==> src/rtl/serial_subtractor_if.sv <==
// rtl/serial_subtractor_if.sv - handshake and operand/result bundle for serial_subtractor
//
// Purpose: groups the start/busy/done handshake with the operand and result buses.
// Signals:
//   start      request a new subtraction (sampled only while busy = 0)
//   a_in       minuend, WIDTH bits
//   b_in       subtrahend, WIDTH bits
//   borrow_in  initial borrow
//   busy       high while bits are being processed
//   done       one-cycle pulse, result valid from this cycle
//   diff_out   (a_in - b_in - borrow_in) mod 2^WIDTH
//   borrow_out final borrow
// Modports: master drives the request side, slave is the subtractor.
interface serial_subtractor_if #(
   parameter int WIDTH = 8
);
   logic             start;
   logic [WIDTH-1:0] a_in;
   logic [WIDTH-1:0] b_in;
   logic             borrow_in;
   logic             busy;
   logic             done;
   logic [WIDTH-1:0] diff_out;
   logic             borrow_out;

   modport master (
      output start, a_in, b_in, borrow_in,
      input  busy, done, diff_out, borrow_out
   );

   modport slave (
      input  start, a_in, b_in, borrow_in,
      output busy, done, diff_out, borrow_out
   );
endinterface

==> src/rtl/serial_subtractor.sv <==
// rtl/serial_subtractor.sv - bit-serial WIDTH-bit subtractor, LSB first, one bit per clock
//
// Purpose: computes a_in - b_in - borrow_in through a single full-subtractor slice,
// feeding the slice borrow back through a flop. Result and final borrow are held
// until the next operation completes.
// Ports:
//   clk    rising-edge clock
//   rst_n  asynchronous active-low reset
//   bus    serial_subtractor_if.slave (start/a_in/b_in/borrow_in in,
//          busy/done/diff_out/borrow_out out)
module serial_subtractor #(
   parameter int WIDTH = 8
) (
   input  logic                 clk,
   input  logic                 rst_n,
   serial_subtractor_if.slave   bus
);
   localparam int CW = (WIDTH > 1) ? $clog2(WIDTH) : 1;

   typedef enum logic [1:0] {
      IDLE = 2'd0,
      RUN  = 2'd1,
      DONE = 2'd2
   } state_t;

   state_t           state;
   logic [WIDTH-1:0] a_sh;
   logic [WIDTH-1:0] b_sh;
   logic [WIDTH-1:0] res;
   logic             br;
   logic [CW-1:0]    count;

   logic             d;
   logic             bo;
   logic [WIDTH-1:0] next_res;

   // Full-subtractor slice on the current LSBs; the new difference bit enters
   // the result register at the MSB so that after WIDTH shifts bit 0 lands at 0.
   // The shift-and-or form stays legal for WIDTH = 1.
   always_comb begin
      d        = a_sh[0] ^ b_sh[0] ^ br;
      bo       = (~a_sh[0] & b_sh[0]) | (~(a_sh[0] ^ b_sh[0]) & br);
      next_res = (res >> 1) | (WIDTH'(d) << (WIDTH - 1));
   end

   always_ff @(posedge clk or negedge rst_n) begin
      if (!rst_n) begin
         state          <= IDLE;
         a_sh           <= '0;
         b_sh           <= '0;
         res            <= '0;
         br             <= 1'b0;
         count          <= '0;
         bus.busy       <= 1'b0;
         bus.done       <= 1'b0;
         bus.diff_out   <= '0;
         bus.borrow_out <= 1'b0;
      end else begin
         case (state)
            // DONE behaves like IDLE for acceptance, which gives back-to-back starts.
            IDLE, DONE: begin
               bus.done <= 1'b0;
               if (bus.start) begin
                  a_sh     <= bus.a_in;
                  b_sh     <= bus.b_in;
                  br       <= bus.borrow_in;
                  res      <= '0;
                  count    <= '0;
                  state    <= RUN;
                  bus.busy <= 1'b1;
               end else begin
                  state    <= IDLE;
                  bus.busy <= 1'b0;
               end
            end
            RUN: begin
               res  <= next_res;
               a_sh <= a_sh >> 1;
               b_sh <= b_sh >> 1;
               br   <= bo;
               if (count == CW'(WIDTH - 1)) begin
                  count          <= '0;
                  state          <= DONE;
                  bus.busy       <= 1'b0;
                  bus.done       <= 1'b1;
                  bus.diff_out   <= next_res;
                  bus.borrow_out <= bo;
               end else begin
                  count <= count + 1'b1;
               end
            end
            default: begin
               state    <= IDLE;
               bus.busy <= 1'b0;
               bus.done <= 1'b0;
            end
         endcase
      end
   end
endmodule

==> src/flat_wrapper.sv <==
// flat-port wrapper written by rule: the top's interface ports become plain ports
module serial_subtractor_flat 
#(
   parameter int WIDTH = 8
)
  (clk, rst_n, bus_start, bus_a_in, bus_b_in, bus_borrow_in, bus_busy, bus_done, bus_diff_out, bus_borrow_out);
  serial_subtractor_if #(.WIDTH(WIDTH)) bus_i ();
  input  logic clk;
  input  logic rst_n;
  input wire logic [$bits(bus_i.start)-1:0] bus_start;
  input wire logic [$bits(bus_i.a_in)-1:0] bus_a_in;
  input wire logic [$bits(bus_i.b_in)-1:0] bus_b_in;
  input wire logic [$bits(bus_i.borrow_in)-1:0] bus_borrow_in;
  output wire logic [$bits(bus_i.busy)-1:0] bus_busy;
  output wire logic [$bits(bus_i.done)-1:0] bus_done;
  output wire logic [$bits(bus_i.diff_out)-1:0] bus_diff_out;
  output wire logic [$bits(bus_i.borrow_out)-1:0] bus_borrow_out;
  assign bus_i.start = bus_start;
  assign bus_i.a_in = bus_a_in;
  assign bus_i.b_in = bus_b_in;
  assign bus_i.borrow_in = bus_borrow_in;
  assign bus_busy = bus_i.busy;
  assign bus_done = bus_i.done;
  assign bus_diff_out = bus_i.diff_out;
  assign bus_borrow_out = bus_i.borrow_out;
  serial_subtractor #(.WIDTH(WIDTH)) u_core (.clk(clk), .rst_n(rst_n), .bus(bus_i));
endmodule
==> config.mk <==
export PLATFORM = sky130hd
export DESIGN_NAME = serial_subtractor_flat
export DESIGN_NICKNAME = d
export VERILOG_FILES = /design/src/rtl/serial_subtractor_if.sv /design/src/rtl/serial_subtractor.sv /design/src/flat_wrapper.sv
export SDC_FILE = /design/constraint.sdc
export NUM_CORES = 1
export LEC_CHECK = 0
export CORE_UTILIZATION = 35
export DETAILED_ROUTE_END_ITERATION = 8
export SLEW_MARGIN = 20
export SYNTH_ARGS = -nofsm -noshare
export SYNTH_HDL_FRONTEND = slang
export SYNTH_SLANG_ARGS = --single-unit
==> constraint.sdc <==
create_clock -name clk -period 1.9 [get_ports clk]
set_input_delay 0.38 -clock clk [delete_from_list [all_inputs] [get_ports clk]]
set_output_delay 0.38 -clock clk [all_outputs]
set_load 0.005 [all_outputs]
# Word-level counts from Yosys, hierarchy flattened

Cells that the tools add are included.
Widths: inputs -> output; s select.

Register bits: 41
Bits of input ports: 20
Output and inout port bits: 11

Add/sub/neg operators: 1
Eq/ne operators: 5
Muxes and demuxes: 19
Bitwise logic cells: 8
Reduce and logical (&&, ||, !) cells: 5

Operators with widths:

| operator            | count |
|---|---|
| $pmux 8 s2          | 3 |
| $mux 8              | 3 |
| $or 7x8->8          | 1 |
| $mux 1              | 6 |
| $mux 3              | 2 |
| $pmux 3 s2          | 1 |
| $pmux 1 s2          | 2 |
| $pmux 2 s2          | 1 |
| $reduce_and 2->1    | 2 |
| $add 3x1->3 const B | 1 |
| $eq 3x3->1 const B  | 1 |
| $and 1x1->1         | 2 |
| $eq 2x1->1 const B  | 1 |
| $eq 2x2->1 const B  | 1 |
| $logic_not 2->1     | 1 |
| $mux 2              | 1 |
| $ne 2x1->1 const B  | 1 |
| $ne 2x2->1 const B  | 1 |
| $not 1->1           | 2 |
| $reduce_bool 2->1   | 1 |
| $reduce_or 2->1     | 1 |
| $xor 1x1->1         | 2 |
| $or 1x1->1          | 1 |

# Logic depth before layout (Yosys ltp)

Gate-level depths: netlist (run 1).

Depth after elaboration: 5
Mapped depth: 6
Gate-level depth less buffers: 5

# Least setup slack after synthesis (run 1)

Ideal clock, no wire load.

Path type: reg-to-reg
From: register u_core.count[0]
To: register u_core.bus.diff_out[1]
Setup time: 0.125 ns
Arrival time: 1.323 ns
Required time: 1.775 ns
Slack: 0.453 ns
Stages on the path, launching flop included: 6
Clock period less this slack: 1.447 ns
Cell sequence: dfrtp_1 ha_1 ha_1 nand3b_4 buf_6 mux2_2

Longest elaborated chain between the ends: 2

Ends and longest elaborated chain:

| what                              | line                       | RTL |
|---|---|---|
| start: declaration                | serial_subtractor.sv:31    | `logic [CW-1:0] count;` |
| start signal: assignment          | serial_subtractor.sv:89    | `count <= count + 1'b1;` |
| $eq 3x3->1                        | serial_subtractor.sv:81    | `if (count == CW'(WIDTH - 1)) begin` |
| $reduce_and 2->1 (no source line) | --                         |  |
| end signal: assignment            | serial_subtractor.sv:86    | `bus.diff_out <= next_res;` |
| end: declaration                  | serial_subtractor_if.sv:33 | `output busy, done, diff_out, borrow_out` |

No other way between the ends.
A chain may end at the register's enable or synchronous reset.

# Final worst setup path (run 1)

From: register u_core.bus.busy
To: output bus_busy

RTL lines:

| what                     | line                       | RTL |
|---|---|---|
| start: declaration       | serial_subtractor_if.sv:33 |  |
| start signal: assignment | serial_subtractor.sv:54    | `bus.busy <= 1'b0;` |
| start signal: assignment | serial_subtractor.sv:70    | `bus.busy <= 1'b1;` |
| start signal: assignment | serial_subtractor.sv:73    | `bus.busy <= 1'b0;` |
| end: declaration         | flat_wrapper.sv:14         | `output wire logic [$bits(bus_i.busy)-1:0] bus_busy;` |

No word-level cell between the ends.

==> results.json, run 1 <==
{
  "end_kind": "primary output",
  "cts-htree-levels": 2,
  "clkLatencyLatePin_ps": 290,
  "power.total_mw": 3.49,
  "die_width_um": 70.8,
  "grt_max_degree": 22,
  "drt-total-wl_mm": 3.18,
  "synth_nets": 158,
  "crit_type": "register to primary output",
  "grt_pass1_wl_mm": 5.49,
  "min_path_type": "primary input to async pin",
  "yosys_warnings": 0,
  "worstPathRequired_ps": 1520,
  "r2r.worst_path.cells": 4,
  "std_cell_rows": 24,
  "dieArea_mm2": 0.00501,
  "period_needed_ps": 1750,
  "numPortBuffers": 30,
  "internal-power_mw": 2.36,
  "status": "finished, final reports clean",
  "pwr-share-comb_pct": 39.2,
  "final_common_cell": "dfrtp_1",
  "p_sw_mw": 1.13,
  "cp_cell_sequence": "clkdlybuf4s50_1",
  "tightest_slew_ps": 542,
  "gr-total-overflow": 0,
  "finalCritPeriodShare_pct": 92.4,
  "utilization_pct": 47.7,
  "timing.rr.end": "u_core.bus.diff_out[0]$_DFFE_PN0P_",
  "viasPerCell": 5.21,
  "drc": 0,
  "cp.arrival_ps": 1370,
  "drive_above_1_share_pct": 17.0,
  "max_cap_viol_count": 0,
  "slew_viol_final": 0,
  "ys_types": 23,
  "first_global_vias": 1185,
  "fin_cells": 223,
  "die_y_um": 70.8,
  "synthXorXnorAreaFrac_pct": 0,
  "p_seq_share_pct": 41.3,
  "syn_area_mm2": 0.00166,
  "layout_common_cells": "38 x dfrtp_1, 29 x clkdlybuf4s50_1, 13 x nor2_1, 13 x nor3_1, 12 x o22ai_1",
  "clk_pin_slew_worst_paths_ps": 80,
  "clock.fmax_mhz": 570,
  "rsz0062_at_grt": "false",
  "setup_ws_ps": 145,
  "synth_compound_area_share_pct": 13.7,
  "antenna_found_initial": 0,
  "path_buf_inv": 1,
  "max_slew_margin_pct": 63.9,
  "p_per_area_mw_per_mm2": 1650,
  "synthMuxAreaShare_pct": 9.37,
  "critPathMaxFanout": 9,
  "initial_core_util_pct": 37.3,
  "max_stage_delay_ps": 560,
  "avgSynthCellArea_um2": 12.3,
  "synth_fa_ha_area_share_pct": 2.72,
  "crit_family": "buffers and inverters",
  "ant_nets": 0,
  "wl_per_cell_um": 14.2,
  "numCtsBuffers": 5,
  "power.clock.fraction_pct": 19.5,
  "clockBufferDepth": 2,
  "cellLeakagePower_nw": 0.921,
  "first_iter_violations": 57,
  "ys_ff_latch": 38,
  "ir_worst_vdd_uv": 565,
  "cts_sinks": 38,
  "io_pins": 31,
  "clock_skew_ps": 6.44,
  "nNetsFinal": 193,
  "cts_root_buf": "clkbuf_8",
  "core_mm2": 0.00444,
  "area_delta_synth_final_pct": 28.0,
  "diodes": 0,
  "finalSetupTns_ps": 0,
  "track_usage_pct": 14.2,
  "whs_ps": 43.1,
  "synth_top_family_by_area": "compound AO/OA/AOI/OAI gates",
  "rr_startpoint": "u_core.count[0]$_DFFE_PN0P_",
  "cts_setup_buffers": 0,
  "cts_hold_buf": 0,
  "synth-simple-area-share_pct": 11.6,
  "seq_area_frac_synth_pct": 57.4,
  "hpwlAfterDp_mm": 2.30,
  "ctsResizeCount": 0,
  "synthCells": 135,
  "placed_cell_area_mm2": 0.00201,
  "setup_violations": 0,
  "cp-start-kind": "register",
  "place_inst": 215,
  "dr.pass1.iters": 6,
  "vias": 1162,
  "final_area_mm2": 0.00212,
  "dp_slack_ps": 234,
  "cpMaxStageDelayCell": "clkdlybuf4s50_1",
  "gp_congestion": 0.742,
  "final_hold_viol_count": 0,
  "r2r_setup_slack_ps": 390,
  "cts_tree": "yes",
  "switching_share_pct": 32.4
}
==> routing by layer <==
metal / track usage, % / routed length [µm]
met5: 0 / 0
met4: 5.78 / 44
met3: 4.42 / 149
met2: 21.7 / 1470
met1: 18.8 / 1510
==> cell families after synthesis <==
group                      Yosys count
AOI/OAI and AO/OA                   32
adders and majority gates            3
buffers and inverters               12
DFF                                 38
muxes                               14
and+or+nand+nor                     36
==> worst reg2reg max path, cell delays in order, from the launching register on <==
cell      delay (ps)
dfrtp_1          410
ha_1             210
ha_1             240
nand3b_4         180
mux2_2           350
==> power groups by stage <==
| stage | combinational [mW] | sequential, mW | clock [mW] |
|---|---|---|---|
| floorplan | 0.976 | 1.39 | 0 |
| global placement | 1.34 | 1.45 | 0 |
| detailed placement | 1.39 | 1.46 | 0 |
| CTS | 1.39 | 1.45 | 0.708 |
| global route | 1.52 | 1.49 | 0.745 |
| finish | 1.37 | 1.44 | 0.681 |
==> cells in the mapped netlist (all sizes together) <==
| cell | count | area share [%] |
|---|---|---|
| dfrtp | 38 | 57 |
| nor2 | 14 | 3.6 |
| nor3 | 13 | 3.9 |
| mux2 | 12 | 8.2 |
| o22ai | 12 | 4.5 |
| a22o | 11 | 5.8 |
| buf | 9 | 4.5 |
| nor2b | 5 | 1.9 |
| a211oi | 3 | 1.4 |
| a21oi | 3 | 0.91 |
| inv | 3 | 0.68 |
| ha | 2 | 1.5 |
| mux2i | 2 | 1.2 |
| nand2b | 2 | 0.76 |
| o21ai | 2 | 0.60 |
| a21o | 1 | 0.45 |
| fa | 1 | 1.2 |
| nand2 | 1 | 0.23 |
| nand3b | 1 | 1.2 |
==> state kept, by name (all words and copies together), names as in the netlist, 3 cells and up <==
register and count:
u_core.count 3, u_core.bus.diff_out 8, u_core.a_sh 8, u_core.b_sh 8, u_core.res 7
==> how the worst max path moves through the flow <==
| stage | startpoint | endpoint | slack, ps | cells after the start |
|---|---|---|---|---|
| after floorplan | u_core.count[0]$_DFFE_PN0P_ | u_core.bus.diff_out[1]$_DFFE_PN0P_ | 450 | 5 |
| after global placement | bus_start | u_core.res[2]$_DFFE_PN0P_ | 240 | 5 |
| after detailed placement | bus_start | u_core.a_sh[7]$_DFFE_PN0P_ | 230 | 5 |
| after CTS | u_core.bus.busy$_DFFE_PN0P_ | bus_busy | 120 | 1 |
| after global routing | u_core.bus.busy$_DFFE_PN0P_ | bus_busy | 70 | 1 |
| final | u_core.bus.busy$_DFFE_PN0P_ | bus_busy | 150 | 1 |
==> layout make-up <==
| cell class | instances | area (µm²) |
|---|---|---|
| multi-input combinational | 85 | 619 |
| inverter | 3 | 11.3 |
| tap | 52 | 65.1 |
| timing repair buffer | 37 | 360 |
| sequential | 38 | 951 |
| clock inverter | 3 | 45.0 |
| clock buffer | 5 | 68.8 |
| fill | 401 | 2320 |
(Power assumes the default switching activity.)
==> run 2: changes to the inputs <==
- CORE_UTILIZATION: 35 -> 40
==> run 2 against run 1 <==
  * Non-clock buffer count is the same
  * Critical path depth stayed put
  * Combinational power about the same
  * First-iteration DRC count shrank 49%
==> results.json, run 2 (synthesis results as in run 1) <==
{
  "internal-power_mw": 2.26,
  "gp_congestion": 0.777,
  "final_area_mm2": 0.00208,
  "vias": 1175,
  "switching_share_pct": 32.9,
  "cts_hold_buf": 0,
  "viasPerCell": 5.32,
  "end_kind": "primary output",
  "dieArea_mm2": 0.00440,
  "slew_viol_final": 0,
  "crit_family": "buffers and inverters",
  "cpMaxStageDelayCell": "clkdlybuf4s50_1",
  "hpwlAfterDp_mm": 2.14,
  "cts_sinks": 38,
  "nNetsFinal": 193,
  "ant_nets": 0,
  "clock.fmax_mhz": 601,
  "critPathMaxFanout": 5,
  "die_width_um": 66.4,
  "place_inst": 213,
  "track_usage_pct": 16.6,
  "top_regs": "u_core.a_sh (8), u_core.b_sh (8), u_core.bus.diff_out (8)",
  "cts_setup_buffers": 0,
  "max_cap_viol_count": 0,
  "finalSetupTns_ps": 0,
  "pwr-share-comb_pct": 40.7,
  "drt-total-wl_mm": 3.09,
  "utilization_pct": 52.1,
  "regArea_um2": 951,
  "worst-path-stages": 1,
  "core_mm2": 0.00400,
  "diodes": 0,
  "numPortBuffers": 30,
  "finalCritPeriodShare_pct": 87.6,
  "fin_cells": 221,
  "placed_cell_area_mm2": 0.00199,
  "period_needed_ps": 1660,
  "clkLatencyLatePin_ps": 290,
  "final_hold_viol_count": 0,
  "r2r_setup_slack_ps": 420,
  "final_common_cell": "dfrtp_1",
  "status": "finished, final reports clean",
  "wl_per_cell_um": 14.0,
  "cellLeakagePower_nw": 0.914,
  "setup_ws_ps": 237,
  "clockBufferDepth": 2,
  "initial_core_util_pct": 41.4,
  "rsz0062_at_grt": "false",
  "grt_pass1_wl_mm": 5.24,
  "gr-total-overflow": 0,
  "cp_cell_sequence": "clkdlybuf4s50_1",
  "rr_startpoint": "u_core.count[0]$_DFFE_PN0P_",
  "r2r.worst_path.cells": 4,
  "cts_tree": "yes",
  "power.clock.fraction_pct": 16.6,
  "crit_type": "register to primary output",
  "setup_violations": 0,
  "die_y_um": 66.4,
  "io_pins": 31,
  "timing.rr.end": "u_core.bus.diff_out[3]$_DFFE_PN0P_",
  "dr.pass1.iters": 4,
  "dp_slack_ps": 243,
  "tightest_slew_ps": 501,
  "layout_common_cells": "38 x dfrtp_1, 29 x clkdlybuf4s50_1, 13 x nor2_1, 13 x nor3_1, 12 x o22ai_1",
  "p_per_area_mw_per_mm2": 1620,
  "clk_pin_slew_worst_paths_ps": 70,
  "crit_end": "bus_done",
  "p_seq_share_pct": 42.7,
  "multi_input_comb_area_um2": 619,
  "first_global_vias": 1106,
  "first_iter_violations": 29,
  "power.total_mw": 3.37,
  "grt_max_degree": 39,
  "cp-start-kind": "register",
  "cts-htree-levels": 2,
  "drc": 0,
  "area_delta_synth_final_pct": 25.8,
  "cp.arrival_ps": 1280,
  "startpoint": "u_core.state[1]$_DFFE_PN0P_",
  "clock_skew_ps": 1.63,
  "max_slew_margin_pct": 66.6,
  "antenna_found_initial": 0,
  "cts_root_buf": "clkbuf_8",
  "std_cell_rows": 23,
  "path_buf_inv": 1,
  "whs_ps": 126,
  "min_path_type": "primary input to async pin",
  "worstPathRequired_ps": 1520,
  "p_sw_mw": 1.11,
  "max_stage_delay_ps": 540,
  "ir_worst_vdd_uv": 606,
  "ctsResizeCount": 0,
  "drive_above_1_share_pct": 16.4,
  "fillers": 355,
  "numCtsBuffers": 5
}
## run 2: cell count changes in the layout (fill, tap and decap cells not counted), sizes merged
cell,previous run,this run
bufinv,1,0
clkinvlp,2,0
clkinv,0,1
clkbuf,5,7
## run 2: layout make-up
type                    instances  share of cell area (%)
flip-flops and latches         38                    45.6
multi-input cells              85                    29.7
repair buffers                 37                    16.7
clock buffers                   7                    4.14
well taps                      50                    3.00
inverters                       3                   0.541
clock inverters                 1                   0.240
## run 2: worst min-delay path by stage
| stage | start | endpoint | depth (start not counted) |
|---|---|---|---|
| after detailed placement | rst_n | u_core.bus.diff_out[4]$_DFFE_PN0P_ | 2 |
| after global placement | rst_n | u_core.bus.diff_out[4]$_DFFE_PN0P_ | 2 |
| after global routing | rst_n | u_core.b_sh[5]$_DFFE_PN0P_ | 2 |
| after floorplan | rst_n | u_core.a_sh[0]$_DFFE_PN0P_ | 0 |
| final | rst_n | u_core.bus.diff_out[4]$_DFFE_PN0P_ | 2 |
| after CTS | rst_n | u_core.bus.diff_out[6]$_DFFE_PN0P_ | 2 |
## run 2: layer usage
layer / share of wire (%) / track usage [%] / vias up
met2: 49 / 25.4 / 25
met5: 0 / 0 / -
met4: 2.1 / 8.78 / 0
li1: - / - / 560
met3: 3.6 / 4.14 / 7
met1: 45 / 21.6 / 583
## run 2: power groups by stage
| stage | clock network, mW | registers [mW] | logic [mW] |
|---|---|---|---|
| 2_1_floorplan | 0 | 1.39 | 0.976 |
| 3_3_place_gp | 0 | 1.43 | 1.36 |
| 3_5_place_dp | 0 | 1.45 | 1.38 |
| 4_1_cts | 0.571 | 1.44 | 1.39 |
| 5_1_grt | 0.603 | 1.49 | 1.54 |
| 6_report | 0.558 | 1.44 | 1.37 |
==> run 3: changes to the inputs <==
- ABC_CLOCK_PERIOD_IN_PS: default -> 1900
==> results of run 3 <==
The final DEF is identical to that of run 2; final timing and power are the same.
